File: src/rtl/drive_sequencer_pkg.sv
// Shared definitions for the drive sequencer: state codes, dirControl and
// junction-decision (tdDir) codes, duty ratios in 1/16 units, and H-bridge
// input patterns.
package drive_sequencer_pkg;

  typedef enum logic [2:0] {
    ST_DRIVE        = 3'd0,
    ST_JNC_WAIT     = 3'd1,
    ST_JNC_STRAIGHT = 3'd2,
    ST_JNC_TURN     = 3'd3,
    ST_JNC_EXIT     = 3'd4,
    ST_JNC_BACK     = 3'd5,
    ST_HALT         = 3'd6
  } state_e;

  // dirControl[3:2] heading
  localparam logic [1:0] DC_PROCEED = 2'b00;
  localparam logic [1:0] DC_LEFT    = 2'b01;
  localparam logic [1:0] DC_RIGHT   = 2'b10;
  localparam logic [1:0] DC_STOP    = 2'b11;
  // dirControl[1:0] steering severity
  localparam logic [1:0] DC_VEER    = 2'b01;
  localparam logic [1:0] DC_HARD    = 2'b10;
  localparam logic [1:0] DC_PIVOT   = 2'b11;

  // junction decision codes
  localparam logic [2:0] TD_STOP     = 3'b000;
  localparam logic [2:0] TD_STRAIGHT = 3'b001;
  localparam logic [2:0] TD_LEFT     = 3'b010;
  localparam logic [2:0] TD_RIGHT    = 3'b011;
  localparam logic [2:0] TD_BACK     = 3'b100;

  // duty ratios, sixteenths of full scale
  localparam int RATIO_FULL        = 16;
  localparam int RATIO_VEER        = 8;
  localparam int RATIO_HARD        = 12;
  localparam int RATIO_NINETY      = 6;
  localparam int RATIO_NINETY_FAST = 12;

  localparam logic [3:0] HB_STRAIGHT = 4'b1010;
  localparam logic [3:0] HB_LEFT     = 4'b1001;
  localparam logic [3:0] HB_RIGHT    = 4'b0110;
  localparam logic [3:0] HB_STOP     = 4'b0000;

  // States in which the wheels may be turning; a collision pauses these.
  function automatic logic is_motion(state_e s);
    return !(s == ST_JNC_WAIT || s == ST_HALT);
  endfunction

endpackage

File: src/rtl/drive_sequencer_pwm.sv
// drive_pwm: one PWM channel. Free-running PWM_W-bit counter compared
// against a PWM_W+1-bit duty; duty 2^PWM_W gives a constant-high enable,
// duty 0 a constant-low enable. The enable is registered, so it follows a
// change of duty_tgt on the next clock edge.
// Optional feature macro: DRIVE_RAMP_EN -- applied duty climbs toward the
// target by 1 every RAMP_DIV cycles and drops to it immediately.
// Ports:
//   clk, rst      clock, asynchronous active-high reset
//   duty_tgt      target duty (PWM_W+1 bits)
//   en            registered PWM enable
module drive_pwm
  import drive_sequencer_pkg::*;
#(
  parameter int PWM_W    = 8,
  parameter int RAMP_DIV = 1024
) (
  input  logic           clk,
  input  logic           rst,
  input  logic [PWM_W:0] duty_tgt,
  output logic           en
);

`ifdef DRIVE_RAMP_EN
  localparam bit RAMP_EN = 1'b1;
`else
  localparam bit RAMP_EN = 1'b0;
`endif

  localparam int DIV_W = (RAMP_DIV > 1) ? $clog2(RAMP_DIV) : 1;
  localparam logic [DIV_W-1:0] DIV_LAST = DIV_W'(RAMP_DIV - 1);

  logic [PWM_W-1:0] cnt_q, cnt_d;
  logic [DIV_W-1:0] div_q, div_d;
  logic [PWM_W:0]   duty_q, duty_d, duty_eff;
  logic             en_q, en_d;

  // With the ramp disabled RAMP_EN is constant 0 and the ramp state folds
  // away, leaving the target duty applied directly.
  always_comb begin
    cnt_d  = cnt_q + 1'b1;
    div_d  = (div_q == DIV_LAST) ? '0 : div_q + 1'b1;
    duty_d = duty_q;
    if (duty_tgt < duty_q)
      duty_d = duty_tgt;
    else if (duty_tgt > duty_q && div_q == DIV_LAST)
      duty_d = duty_q + 1'b1;
    duty_eff = RAMP_EN ? duty_d : duty_tgt;
    // compare against the counter value that will be live after this edge
    en_d = ({1'b0, cnt_d} < duty_eff);
  end

  always_ff @(posedge clk or posedge rst) begin
    if (rst) begin
      cnt_q  <= '0;
      div_q  <= '0;
      duty_q <= '0;
      en_q   <= 1'b0;
    end else begin
      cnt_q  <= cnt_d;
      div_q  <= div_d;
      duty_q <= duty_d;
      en_q   <= en_d;
    end
  end

  assign en = en_q;

endmodule

File: src/rtl/drive_sequencer.sv
// drive_sequencer: line-follower drive sequencer. Decodes dirControl into
// H-bridge patterns and per-side PWM duties, stops at junctions, waits for a
// decision (tdValid/tdDir) and runs timed straight/turn/back maneuvers.
// A collision (colDetect low) pauses any motion state: enables drop, state
// and tick counter freeze. Optional macro DRIVE_RAMP_EN enables duty ramping
// inside drive_pwm.
// Ports:
//   clk, rst             clock, asynchronous active-high reset
//   colDetect            low = obstacle present
//   dirControl[3:0]      [3:2] heading, [1:0] severity
//   tdValid, tdDir[2:0]  junction decision
//   jncReq, jncDone      awaiting decision / maneuver-complete pulse
//   hbIn[3:0]            H-bridge inputs
//   hbEnA, hbEnB         PWM enables
//   state[2:0]           current state code
module drive_sequencer
  import drive_sequencer_pkg::*;
#(
  parameter int PWM_W          = 8,
  parameter int CNT_W          = 27,
  parameter int STRAIGHT_TICKS = 5_000_000,
  parameter int TURN_TICKS     = 75_000_000,
  parameter int BACK_TICKS     = 50_000_000,
  parameter int RAMP_DIV       = 1024
) (
  input  logic       clk,
  input  logic       rst,
  input  logic       colDetect,
  input  logic [3:0] dirControl,
  input  logic       tdValid,
  input  logic [2:0] tdDir,
  output logic       jncReq,
  output logic       jncDone,
  output logic [3:0] hbIn,
  output logic       hbEnA,
  output logic       hbEnB,
  output logic [2:0] state
);

  localparam int DW = PWM_W + 1;
  localparam logic [PWM_W:0] D_FULL   = DW'(RATIO_FULL        * (2**PWM_W) / 16);
  localparam logic [PWM_W:0] D_VEER   = DW'(RATIO_VEER        * (2**PWM_W) / 16);
  localparam logic [PWM_W:0] D_HARD   = DW'(RATIO_HARD        * (2**PWM_W) / 16);
  localparam logic [PWM_W:0] D_N90    = DW'(RATIO_NINETY      * (2**PWM_W) / 16);
  localparam logic [PWM_W:0] D_N90F   = DW'(RATIO_NINETY_FAST * (2**PWM_W) / 16);

  localparam logic [CNT_W-1:0] STR_LAST  = CNT_W'(STRAIGHT_TICKS - 1);
  localparam logic [CNT_W-1:0] TURN_LAST = CNT_W'(TURN_TICKS - 1);
  localparam logic [CNT_W-1:0] BACK_LAST = CNT_W'(BACK_TICKS - 1);

  state_e           state_q, state_d;
  logic [CNT_W-1:0] tick_q, tick_d;
  logic             rev_q, rev_d;
  logic             side_q, side_d;   // captured turn side, 1 = right
  logic             done_q, done_d;
  logic [3:0]       hb_q, hb_d;
  logic [PWM_W:0]   duty_a_q, duty_a_d, duty_b_q, duty_b_d;
  logic [PWM_W:0]   app_a, app_b;
  logic [3:0]       pat;
  logic             load;
  logic             paused;
  logic [1:0]       heading, mode;

  assign heading = dirControl[3:2];
  assign mode    = dirControl[1:0];
  assign paused  = !colDetect && is_motion(state_q);

  // next state, tick counter, flags
  always_comb begin
    state_d = state_q;
    tick_d  = tick_q;
    rev_d   = rev_q;
    side_d  = side_q;
    done_d  = 1'b0;
    case (state_q)
      ST_DRIVE:
        if (!paused && heading == DC_STOP) state_d = ST_JNC_WAIT;
      ST_JNC_WAIT, ST_HALT:
        // decisions are taken even during a collision; the maneuver state
        // then simply starts out paused
        if (tdValid) begin
          tick_d = '0;
          case (tdDir)
            TD_STOP:     state_d = ST_HALT;
            TD_STRAIGHT: begin state_d = ST_JNC_STRAIGHT; rev_d = 1'b0; end
            TD_LEFT:     begin state_d = ST_JNC_TURN; side_d = 1'b0; end
            TD_RIGHT:    begin state_d = ST_JNC_TURN; side_d = 1'b1; end
            TD_BACK:     begin state_d = ST_JNC_BACK; rev_d = ~rev_q; end
            default:     begin state_d = ST_DRIVE; rev_d = 1'b0; end
          endcase
        end
      ST_JNC_STRAIGHT:
        if (!paused) begin
          if (tick_q == STR_LAST) begin
            state_d = ST_DRIVE; tick_d = '0; done_d = 1'b1;
          end else tick_d = tick_q + 1'b1;
        end
      ST_JNC_TURN:
        if (!paused) begin
          if (tick_q == TURN_LAST) begin
            state_d = ST_JNC_EXIT; tick_d = '0;
          end else tick_d = tick_q + 1'b1;
        end
      ST_JNC_EXIT:
        if (!paused && heading != DC_STOP) begin
          state_d = ST_DRIVE; done_d = 1'b1;
        end
      ST_JNC_BACK:
        if (!paused) begin
          if (tick_q == BACK_LAST) begin
            state_d = ST_DRIVE; tick_d = '0; done_d = 1'b1;
          end else tick_d = tick_q + 1'b1;
        end
      default: state_d = ST_DRIVE;
    endcase
  end

  // outputs are decoded for the state being entered so they line up with
  // the registered state code
  always_comb begin
    hb_d     = hb_q;
    duty_a_d = duty_a_q;
    duty_b_d = duty_b_q;
    pat      = HB_STOP;
    load     = 1'b0;
    if (!paused) begin
      case (state_d)
        ST_DRIVE:
          case (heading)
            DC_PROCEED:
              if (mode == 2'b00) begin
                load = 1'b1; pat = HB_STRAIGHT; duty_a_d = D_FULL; duty_b_d = D_FULL;
              end
            DC_LEFT:
              case (mode)
                DC_VEER:  begin load = 1'b1; pat = HB_STRAIGHT; duty_a_d = D_VEER; duty_b_d = D_FULL; end
                DC_HARD:  begin load = 1'b1; pat = HB_LEFT;     duty_a_d = D_VEER; duty_b_d = D_HARD; end
                DC_PIVOT: begin load = 1'b1; pat = HB_LEFT;     duty_a_d = D_N90;  duty_b_d = D_N90F; end
                default: ;
              endcase
            DC_RIGHT:
              case (mode)
                DC_VEER:  begin load = 1'b1; pat = HB_STRAIGHT; duty_a_d = D_FULL; duty_b_d = D_VEER; end
                DC_HARD:  begin load = 1'b1; pat = HB_RIGHT;    duty_a_d = D_HARD; duty_b_d = D_VEER; end
                DC_PIVOT: begin load = 1'b1; pat = HB_RIGHT;    duty_a_d = D_N90F; duty_b_d = D_N90;  end
                default: ;
              endcase
            default: begin load = 1'b1; pat = HB_STOP; duty_a_d = '0; duty_b_d = '0; end
          endcase
        ST_JNC_STRAIGHT, ST_JNC_EXIT, ST_JNC_BACK: begin
          load = 1'b1; pat = HB_STRAIGHT; duty_a_d = D_FULL; duty_b_d = D_FULL;
        end
        ST_JNC_TURN:
          if (side_d) begin
            load = 1'b1; pat = HB_RIGHT; duty_a_d = D_N90F; duty_b_d = D_N90;
          end else begin
            load = 1'b1; pat = HB_LEFT;  duty_a_d = D_N90;  duty_b_d = D_N90F;
          end
        default: begin load = 1'b1; pat = HB_STOP; duty_a_d = '0; duty_b_d = '0; end
      endcase
    end
    // reverse swaps every motor's polarity; STOP stays all-off
    if (load) hb_d = (rev_d && pat != HB_STOP) ? ~pat : pat;
  end

  always_ff @(posedge clk or posedge rst) begin
    if (rst) begin
      state_q  <= ST_DRIVE;
      tick_q   <= '0;
      rev_q    <= 1'b0;
      side_q   <= 1'b0;
      done_q   <= 1'b0;
      hb_q     <= HB_STOP;
      duty_a_q <= '0;
      duty_b_q <= '0;
    end else begin
      state_q  <= state_d;
      tick_q   <= tick_d;
      rev_q    <= rev_d;
      side_q   <= side_d;
      done_q   <= done_d;
      hb_q     <= hb_d;
      duty_a_q <= duty_a_d;
      duty_b_q <= duty_b_d;
    end
  end

  // collision gates the applied duty directly so enables drop on the next edge
  assign app_a = colDetect ? duty_a_d : '0;
  assign app_b = colDetect ? duty_b_d : '0;

  drive_pwm #(.PWM_W(PWM_W), .RAMP_DIV(RAMP_DIV)) u_pwm_a (
    .clk(clk), .rst(rst), .duty_tgt(app_a), .en(hbEnA)
  );
  drive_pwm #(.PWM_W(PWM_W), .RAMP_DIV(RAMP_DIV)) u_pwm_b (
    .clk(clk), .rst(rst), .duty_tgt(app_b), .en(hbEnB)
  );

  assign hbIn    = hb_q;
  assign state   = state_q;
  assign jncReq  = (state_q == ST_JNC_WAIT) || (state_q == ST_HALT);
  assign jncDone = done_q;

endmodule

File: config.mk
export PLATFORM = sky130hd
export DESIGN_NAME = drive_sequencer
export DESIGN_NICKNAME = d
export VERILOG_FILES = /design/src/rtl/drive_sequencer_pkg.sv /design/src/rtl/drive_sequencer_pwm.sv /design/src/rtl/drive_sequencer.sv
export SDC_FILE = /design/constraint.sdc
export NUM_CORES = 1
export LEC_CHECK = 0
export BUFFER_PORTS_ARGS = -buffer_cell sky130_fd_sc_hd__buf_2
export CAP_MARGIN = 20
export CORE_AREA = 5 5 90 92
export CTS_CLUSTER_DIAMETER = 40
export DETAILED_ROUTE_END_ITERATION = 12
export DIE_AREA = 0 0 95 97
export PLACE_DENSITY = 0.85
export SYNTH_ARGS = -nofsm -noshare
export SYNTH_HDL_FRONTEND = slang
export SYNTH_SLANG_ARGS = --single-unit
File: constraint.sdc
create_clock -name clk -period 8.8 [get_ports clk]
set_clock_uncertainty 0.15 [all_clocks]
set_input_delay 1.32 -clock clk [delete_from_list [all_inputs] [get_ports clk]]
set_output_delay 1.32 -clock clk [all_outputs]
set_load 0.01 [all_outputs]
==> metrics.md, run 1 <==
| Metric | Value |
|---|---|
| Max-slew violations | 0 |
| Least-Margin Pin Slew | 0.906 ns |
| Site row count | 31 |
| Reg2Reg Setup Slack | 4.21 ns |
| Avg Vias per Cell | 6.25 |
| Final Wtd Congestion | 0.912 |
| Final worst-path cycle share | 0.540 |
| First-pass GRT wire length | 17,800 µm |
| Worst reg-to-reg path cell count | 16 |
| Post-CTS sizing | 0 |
| Total CTS buffers | 9 |
| Critical Path Start Type | input port |
| Fin crit period | 4.75 ns |
| Sink Count | 73 |
| Synthesized area per cell | 8.84 µm² |
| Hold WC Path Type | reg2reg |
| Hold EP | duty_b_q[0] |
| Share of layout cells above drive strength 1 | 0.114 |
| Number of global-route vias before repair | 3,883 |
| Clock share of power | 0.284 |
| DR vias | 4,064 |
| DP Worst Slack | 3.71 ns |
| Switch Pwr | 425 µW |
| Pwr Total | 1.15 mW |
| Syn Inst Count | 532 |
| # diodes | 0 |
| P_int | 722 µW |
| Async set-reset flop share out of synthesis | 1.00 |
| Maxcap violations | 0 |
| H-tree levels | 3 |
| Worst slew margin | 0.396 |
| Leakage | 2.22 nW |
| # nets final | 582 |
| Unrepaired setup endpoints after global routing | false |
| CTS tree | built |
| Register area share after synthesis | 0.388 |
| DP Wirelength | 7430 µm |
| Post-synthesis cell area | 4700 µm² |
| DRC viols | 0 |
| Setup bufs post-CTS | 0 |
| Peak VDD IR | 103 µV |
| Die W | 95 µm |
| Final Setup Violations | 0 |
| Cell with the most instances after synthesis | dfrtp_1 |
| Largest net degree at the start of global routing | 74 |
| Library cells used by synthesis | 73 |
| Logic pwr share | 0.341 |
| Port bufs | 21 |
| Crit end category | flip-flop |
| Final Hold Vio Count | 0 |
| Status | complete, no violations |
| Core Area | 7140 µm² |
| Total wire length | 10,300 µm |
| Layout area overhead | 8.59% |
| Setup ws final | 4.05 ns |
| Antenna violations before repair | 0 |
| Deepest clock path buffer count | 2 |
| Yosys top cell by area | dfrtp_1 |
| Worst Path Required | 8.94 ns |
| Initial Util | 0.659 |
| Detailed router's first-iteration violation count | 300 |
| Switching part of the total | 0.371 |
| WL per Instance | 15.9 µm |
| Antenna-violating nets left | 0 |
| Sequential Power Share | 0.375 |
| Crit-path max FO | 25 |
| Synth top area cells | dfrtp_1, ha_1, nand2_1 |
| Hold Buf Count CTS | 0 |
| Hold slack | 0.324 ns |
| DIE HEIGHT | 97 µm |
| Warnings from Yosys | 0 |
| Yosys reg bits | 73 |
| Worst-Skew Late Latency | 0.35 ns |
| GRT overflow | 0 |
| First-pass detailed-route iteration total | 6 |
| Hold Path Cell Cnt | 2 |
| CTS clk-pin slew, worst paths | 0.08 ns |
| GRT Resource Usage Total | 0.234 |
| F_max | 211 MHz |
| Syn nets | 568 |
| Top Ports | 22 |
| Setup TNS | 0 ns |
| Die area | 9220 µm² |
| Fill count | 557 |
| Hold Crit Start | duty_b_q[0] |
| Most frequent cells after synthesis | dfrtp_1, nand2_1, nor2_1 |
| Power density cells | 225 nW/µm² |
| RR Startpoint | tick_q[18] |
| Post-synth EDFFs | 0 |
| Crit path arrival time | 4.89 ns |
| Setup CP Type | in2reg |
| Most used flip-flop cell after synthesis | dfrtp_1 |
| Yosys top cell area share | 0.388 |
| Root buf cell | clkbuf_8 |
| Worst r2r dst | u_pwm_a.en |
## per-layer routing
layer | vias to the layer above | global-route usage | wire length (µm)
met2 | 143 | 0.371 | 5080
met1 | 1932 | 0.321 | 4510
met5 | - | 0 | 0
li1 | 1968 | - | -
met4 | 0 | 0.0744 | 164
met3 | 21 | 0.0465 | 566
## per-stage QoR
| step | cell area (µm²) | std cells | util |
|---|---|---|---|
| after global routing | 5110 | 650 | 0.716 |
| after detailed placement | 4860 | 634 | 0.681 |
| after floorplan | 4700 | 532 | - |
| final | 5110 | 650 | 0.716 |
| after global placement | 4860 | 634 | 0.681 |
| after CTS | 5110 | 650 | 0.716 |
## cells in the final DEF (no fill, tap or decap), types with 10 or more instances in the layout
master,netlist,layout
dfrtp_1,73,73
nand2_1,66,66
nor2_1,44,44
o21ai_0,37,37
ha_1,25,25
nand3_1,24,24
buf_2,2,21
inv_1,20,19
nor2b_1,15,15
nor3_1,14,14
o31ai_1,13,13
nand4_1,12,12
a21oi_1,12,12
and2_1,11,11
xnor2_1,11,11
xor2_1,10,10
## power by group through the flow
stage / sequential (mW) / combinational [mW] / clock (mW)
2_1_floorplan: 0.424 / 0.295 / 0
3_3_place_gp: 0.432 / 0.371 / 0
3_5_place_dp: 0.434 / 0.384 / 0
4_1_cts: 0.428 / 0.386 / 0.331
5_1_grt: 0.437 / 0.434 / 0.346
6_report: 0.430 / 0.391 / 0.326
## area by class of cell
type / instances / area, µm² / share of cell area
Multi-Input combinational cell: 415 / 2690 / 0.527
Sequential cell: 73 / 1830 / 0.358
Timing Repair Buffer: 24 / 128 / 0.0250
Clock inverter: 7 / 125 / 0.0245
Clock buffer: 9 / 124 / 0.0243
Tap cell: 99 / 124 / 0.0243
Inverter: 23 / 87.6 / 0.0171
## sequential cells by signal, summed over array words and instances, names as in the netlist
| signal | count |
|---|---|
| state | 3 |
| duty_a_q | 9 |
| tick_q | 27 |
| duty_b_q | 9 |
| u_pwm_b.cnt_q | 8 |
| side_q | 1 |
| u_pwm_a.en | 1 |
| hbIn | 4 |
| rev_q | 1 |
| u_pwm_a.cnt_q | 8 |
| u_pwm_b.en | 1 |
| jncDone | 1 |
## cell families after synthesis
logic type               Yosys count  share of synthesized area
AO/OA/AOI/OAI                    123                      0.188
XOR/XNOR                          21                     0.0391
adder cells (fa/ha/maj)           25                     0.0665
buffers and inverters             44                     0.0391
flip-flops                        73                      0.388
multiplexers                       4                    0.00878
AND/OR/NAND/NOR                  242                      0.270
## worst max-delay path, cell delays in order
cell	delay, ns
buf_2	0.36
inv_1	0.12
o31a_1	0.29
o2bb2ai_1	0.21
o211a_1	0.42
a41o_1	0.46
and2_1	0.22
nand2_1	0.06
ha_1	0.31
a21o_1	0.18
a21o_1	0.16
a21oi_1	0.17
a21boi_0	0.11
o21ai_0	0.16
nand2b_1	0.08
a21oi_1	0.15
a21o_1	0.10
## worst max path at each step
| stage | startpoint | to | depth (start not counted) |
|---|---|---|---|
| 2_1_floorplan | tdValid | u_pwm_a.en | 17 |
| 6_report | colDetect | u_pwm_a.en | 17 |
| 4_1_cts | colDetect | u_pwm_a.en | 17 |
| 3_5_place_dp | colDetect | u_pwm_a.en | 17 |
| 3_3_place_gp | colDetect | u_pwm_a.en | 17 |
| 5_1_grt | colDetect | u_pwm_a.en | 17 |
(Power assumes the default switching activity.)
==> inputs of run 2 (changes only) <==
Settings changed: ABC_AREA set to 1, CORE_AREA 5 5 90 92 to 5 5 98 100, DIE_AREA 0 0 95 97 to 0 0 103 105, PLACE_DENSITY 0.85 to 0.75.
Clock period 8.8 ns to 3.9 ns, I/O delays scaled along.
==> run 2 against run 1 <==
  * Largest cell class unchanged
  * Clock power rose by 110%
  * Die area rose by 17%
  * Hold slack got worse by 0.22 ns
  * Register-to-register slack got worse by 3.8 ns
  * Global-route usage fell by 3.3 points
  * Combinational power rose to 2.9 times the previous value
  * Synthesized area barely moved
  * Non-clock buffer count rose by 1
  * Critical path depth rose by 5
  * Count of clock-buffer cells in the layout did not move
  * First-iteration DRC count fell by 25%
==> metrics.md, run 2 <==
| Metric | Value |
|---|---|
| Worst Path Required | 4.03 ns (-4.91 ns) |
| Leakage | 2.53 nW (+14%) |
| # diodes | 0 (unchanged) |
| Peak VDD IR | 293 µV (+180%) |
| Yosys top cell area share | 0.389 (about the same) |
| Maxcap violations | 0 (unchanged) |
| Most flop-heavy register | tick_q |
| GRT overflow | 0 (unchanged) |
| Synth top area cells | dfrtp_1, nand2_1, inv_1 |
| Core Area | 8590 µm² (+20%) |
| Yosys top cell by area | dfrtp_1 |
| Initial Util | 0.547 (-0.112) |
| Fin crit period | 3.51 ns |
| Power density cells | 535 nW/µm² (+140%) |
| Non-filler cells in the finished layout | 763 (+17%) |
| Mux contribution to synthesized area | 0 (-0.00878) |
| Least-Margin Pin Slew | 0.609 ns (-0.297 ns) |
| CP Cell Sequence | ha_1, nand3_2, nor3_2, nand3_2, nand2_2, nand3_2, nor2_4, nand3_4, clkinv_2, o21ai_2, nand2_4, inv_4, nor2_1, nand2_1, ha_1, a21oi_1, o31ai_1, o211ai_1, inv_1, o21ai_0, nand2_1, nand2_1 |
| Final Hold Vio Count | 0 (unchanged) |
| Final Setup Violations | 0 (unchanged) |
| Complex-gate fraction of the synthesized area | 0.108 (-0.0797) |
| Largest net degree at the start of global routing | 51 (-31%) |
| CTS clk-pin slew, worst paths | 0.09 ns (about the same) |
| Total CTS buffers | 9 (unchanged) |
| DRC viols | 0 (unchanged) |
| Post-placement cell count | 747 (+18%) |
| First-pass GRT wire length | 17,800 µm (-0.16%) |
| Crit-path max FO | 10 (-60%) |
| Async set-reset flop share out of synthesis | 1.00 (unchanged) |
| Fin util | 0.600 (-0.116) |
| Site row count | 34 (+9.7%) |
| Register area share after synthesis | 0.389 (about the same) |
| Post-synth EDFFs | 0 (unchanged) |
| H-tree levels | 3 (unchanged) |
| Critical Path Start Type | flip-flop |
| Hold Buf Count CTS | 0 (unchanged) |
| Syn Inst Count | 623 (+17%) |
| Syn nets | 659 (+16%) |
| Die area | 10,800 µm² (+17%) |
| Yosys reg bits | 73 (unchanged) |
| Top flop regs | tick_q (27), duty_a_q (9), duty_b_q (9) |
| Max-slew violations | 0 (unchanged) |
| Most used flip-flop cell after synthesis | dfrtp_1 |
| # nets final | 686 (+18%) |
| Commonest non-fill, non-tap cell in the layout | nand2_1 |
| Library cells used by synthesis | 45 (-38%) |
| WL per Instance | 13.5 µm (-15%) |
| Cell with the most instances after synthesis | nand2_1 |
| Final worst-path cycle share | 0.899 |
| CTS tree | built |
| Synth Area in Adders | 0.0666 (about the same) |
| Layout area overhead | 9.72% |
| Deepest clock path buffer count | 2 (unchanged) |
| Hold WC Path Type | in2async |
| Post-synthesis cell area | 4700 µm² (about the same) |
| Worst slew margin | 0.592 (+0.196) |
| Critical Path Slowest Stage Cell | dfrtp_1 |
| Total wire length | 10,300 µm (about the same) |
| GRT Resource Usage Total | 0.201 (-0.0332) |
| Crit end category | flip-flop |
| Synthesized area per cell | 7.54 µm² (-15%) |
| Crit path arrival time | 3.64 ns (-1.25 ns) |
| Reg2Reg Setup Slack | 0.39 ns (-3.82 ns) |
| Antenna-violating nets left | 0 (unchanged) |
| Setup bufs post-CTS | 0 (unchanged) |
| Pwr Total | 2.76 mW (+140%) |
| Setup TNS | 0 ns (unchanged) |
| F_max | 285 MHz |
| DP Wirelength | 7810 µm (+5.1%) |
| Number of global-route vias before repair | 3,917 (+0.88%) |
| Simple-gate portion of the synthesized area | 0.296 (+0.0258) |
| Unrepaired setup endpoints after global routing | false |
| Setup CP Type | reg2reg |
| Root buf cell | clkbuf_8 |
| Status | complete, no violations |
| Die W | 103 µm (+8.4%) |
| Avg Vias per Cell | 5.35 (-14%) |
| Post-CTS sizing | 0 (unchanged) |
| Sink Count | 73 (unchanged) |
| Warnings from Yosys | 0 (unchanged) |
| First-pass detailed-route iteration total | 5 (-1) |
| DIE HEIGHT | 105 µm (+8.2%) |
| Crit-path max cell delay | 0.41 ns (-0.05 ns) |
| Port bufs | 21 (unchanged) |
| Max reg flops | 27 (unchanged) |
| Most frequent cells after synthesis | nand2_1, inv_1, dfrtp_1 |
| Top Ports | 22 (unchanged) |
| Worst-Skew Late Latency | 0.35 ns (about the same) |
| Antenna violations before repair | 0 (unchanged) |
| Detailed router's first-iteration violation count | 224 (-25%) |
| Share of layout cells above drive strength 1 | 0.115 (+0.000166) |
| Synth Area in XOR/XNOR | 0.0503 (+0.0112) |
| Final Wtd Congestion | 0.900 (-1.2%) |
| Most frequent cells in the layout | nand2_1, inv_1, dfrtp_1, nor2_1, nand3_1 |
| DR vias | 4,082 (+0.44%) |
| Largest family of logic cells by synthesized area | simple AND/OR/NAND/NOR gates |
-- run 2: final timing paths --
check | startpoint | end | cells past startpoint
min in group clk | hbIn[1] | hbIn[1] | 2
setup / recovery | tick_q[0] | u_pwm_a.en | 22
hold / removal | rst | tick_q[24] | 2
max in group asynchronous | rst | tick_q[13] | 3
hold reg to reg | hbIn[1] | hbIn[1] | 2
setup reg to reg | tick_q[0] | u_pwm_a.en | 22
-- run 2: logic make-up (layout without fill, tap and decap cells) --
| kind of cell | count (synthesis) | after routing |
|---|---|---|
| flip-flops | 73 | 73 |
| XOR/XNOR | 27 | 27 |
| adder cells (fa/ha/maj) | 25 | 25 |
| AO/OA/AOI/OAI | 83 | 83 |
| buffers and inverters | 110 | 142 |
| AND/OR/NAND/NOR | 305 | 305 |
-- run 2: stage by stage --
step                      hold slack, ns  worst slack [ns]  cell area, µm²
after floorplan                    0.294             0.722            4700
after global placement             0.307             0.403            4930
after detailed placement           0.313             0.241            4930
after CTS                          0.115             0.360            5150
after global routing               0.152           0.00826            5160
final                              0.102             0.393            5160
-- run 2: critical path, delay by kind of cell, from the launching register on --
kind	cells	cell delay [ns]
simple gates	12	1.55
compound gates	5	0.63
fa+ha+maj	2	0.49
flops	1	0.41
buf+inv	3	0.22
-- run 2: layout make-up --
class / count / area, µm²
clock inverter: 7 / 101
timing repair buffer: 25 / 135
tap: 108 / 135
clock buffer: 9 / 124
sequential: 73 / 1830
inverter: 101 / 383
multi-input combinational: 440 / 2450
fill: 747 / 3440
-- run 2: report_power, final --
part / leakage [nW] / switching, mW / internal [mW] / total, mW
registers: 0.964 / 0.0728 / 0.857 / 0.930
logic: 1.46 / 0.803 / 0.349 / 1.15
clock network: 0.106 / 0.310 / 0.366 / 0.676
total: 2.53 / 1.19 / 1.57 / 2.76
-- run 2: metal layers --
metal	vias up	wire length (µm)	global-route usage
met4	0	167	0.0694
met2	113	4880	0.320
met1	1878	4690	0.279
met3	16	579	0.0280
li1	2075	-	-
met5	-	0	0
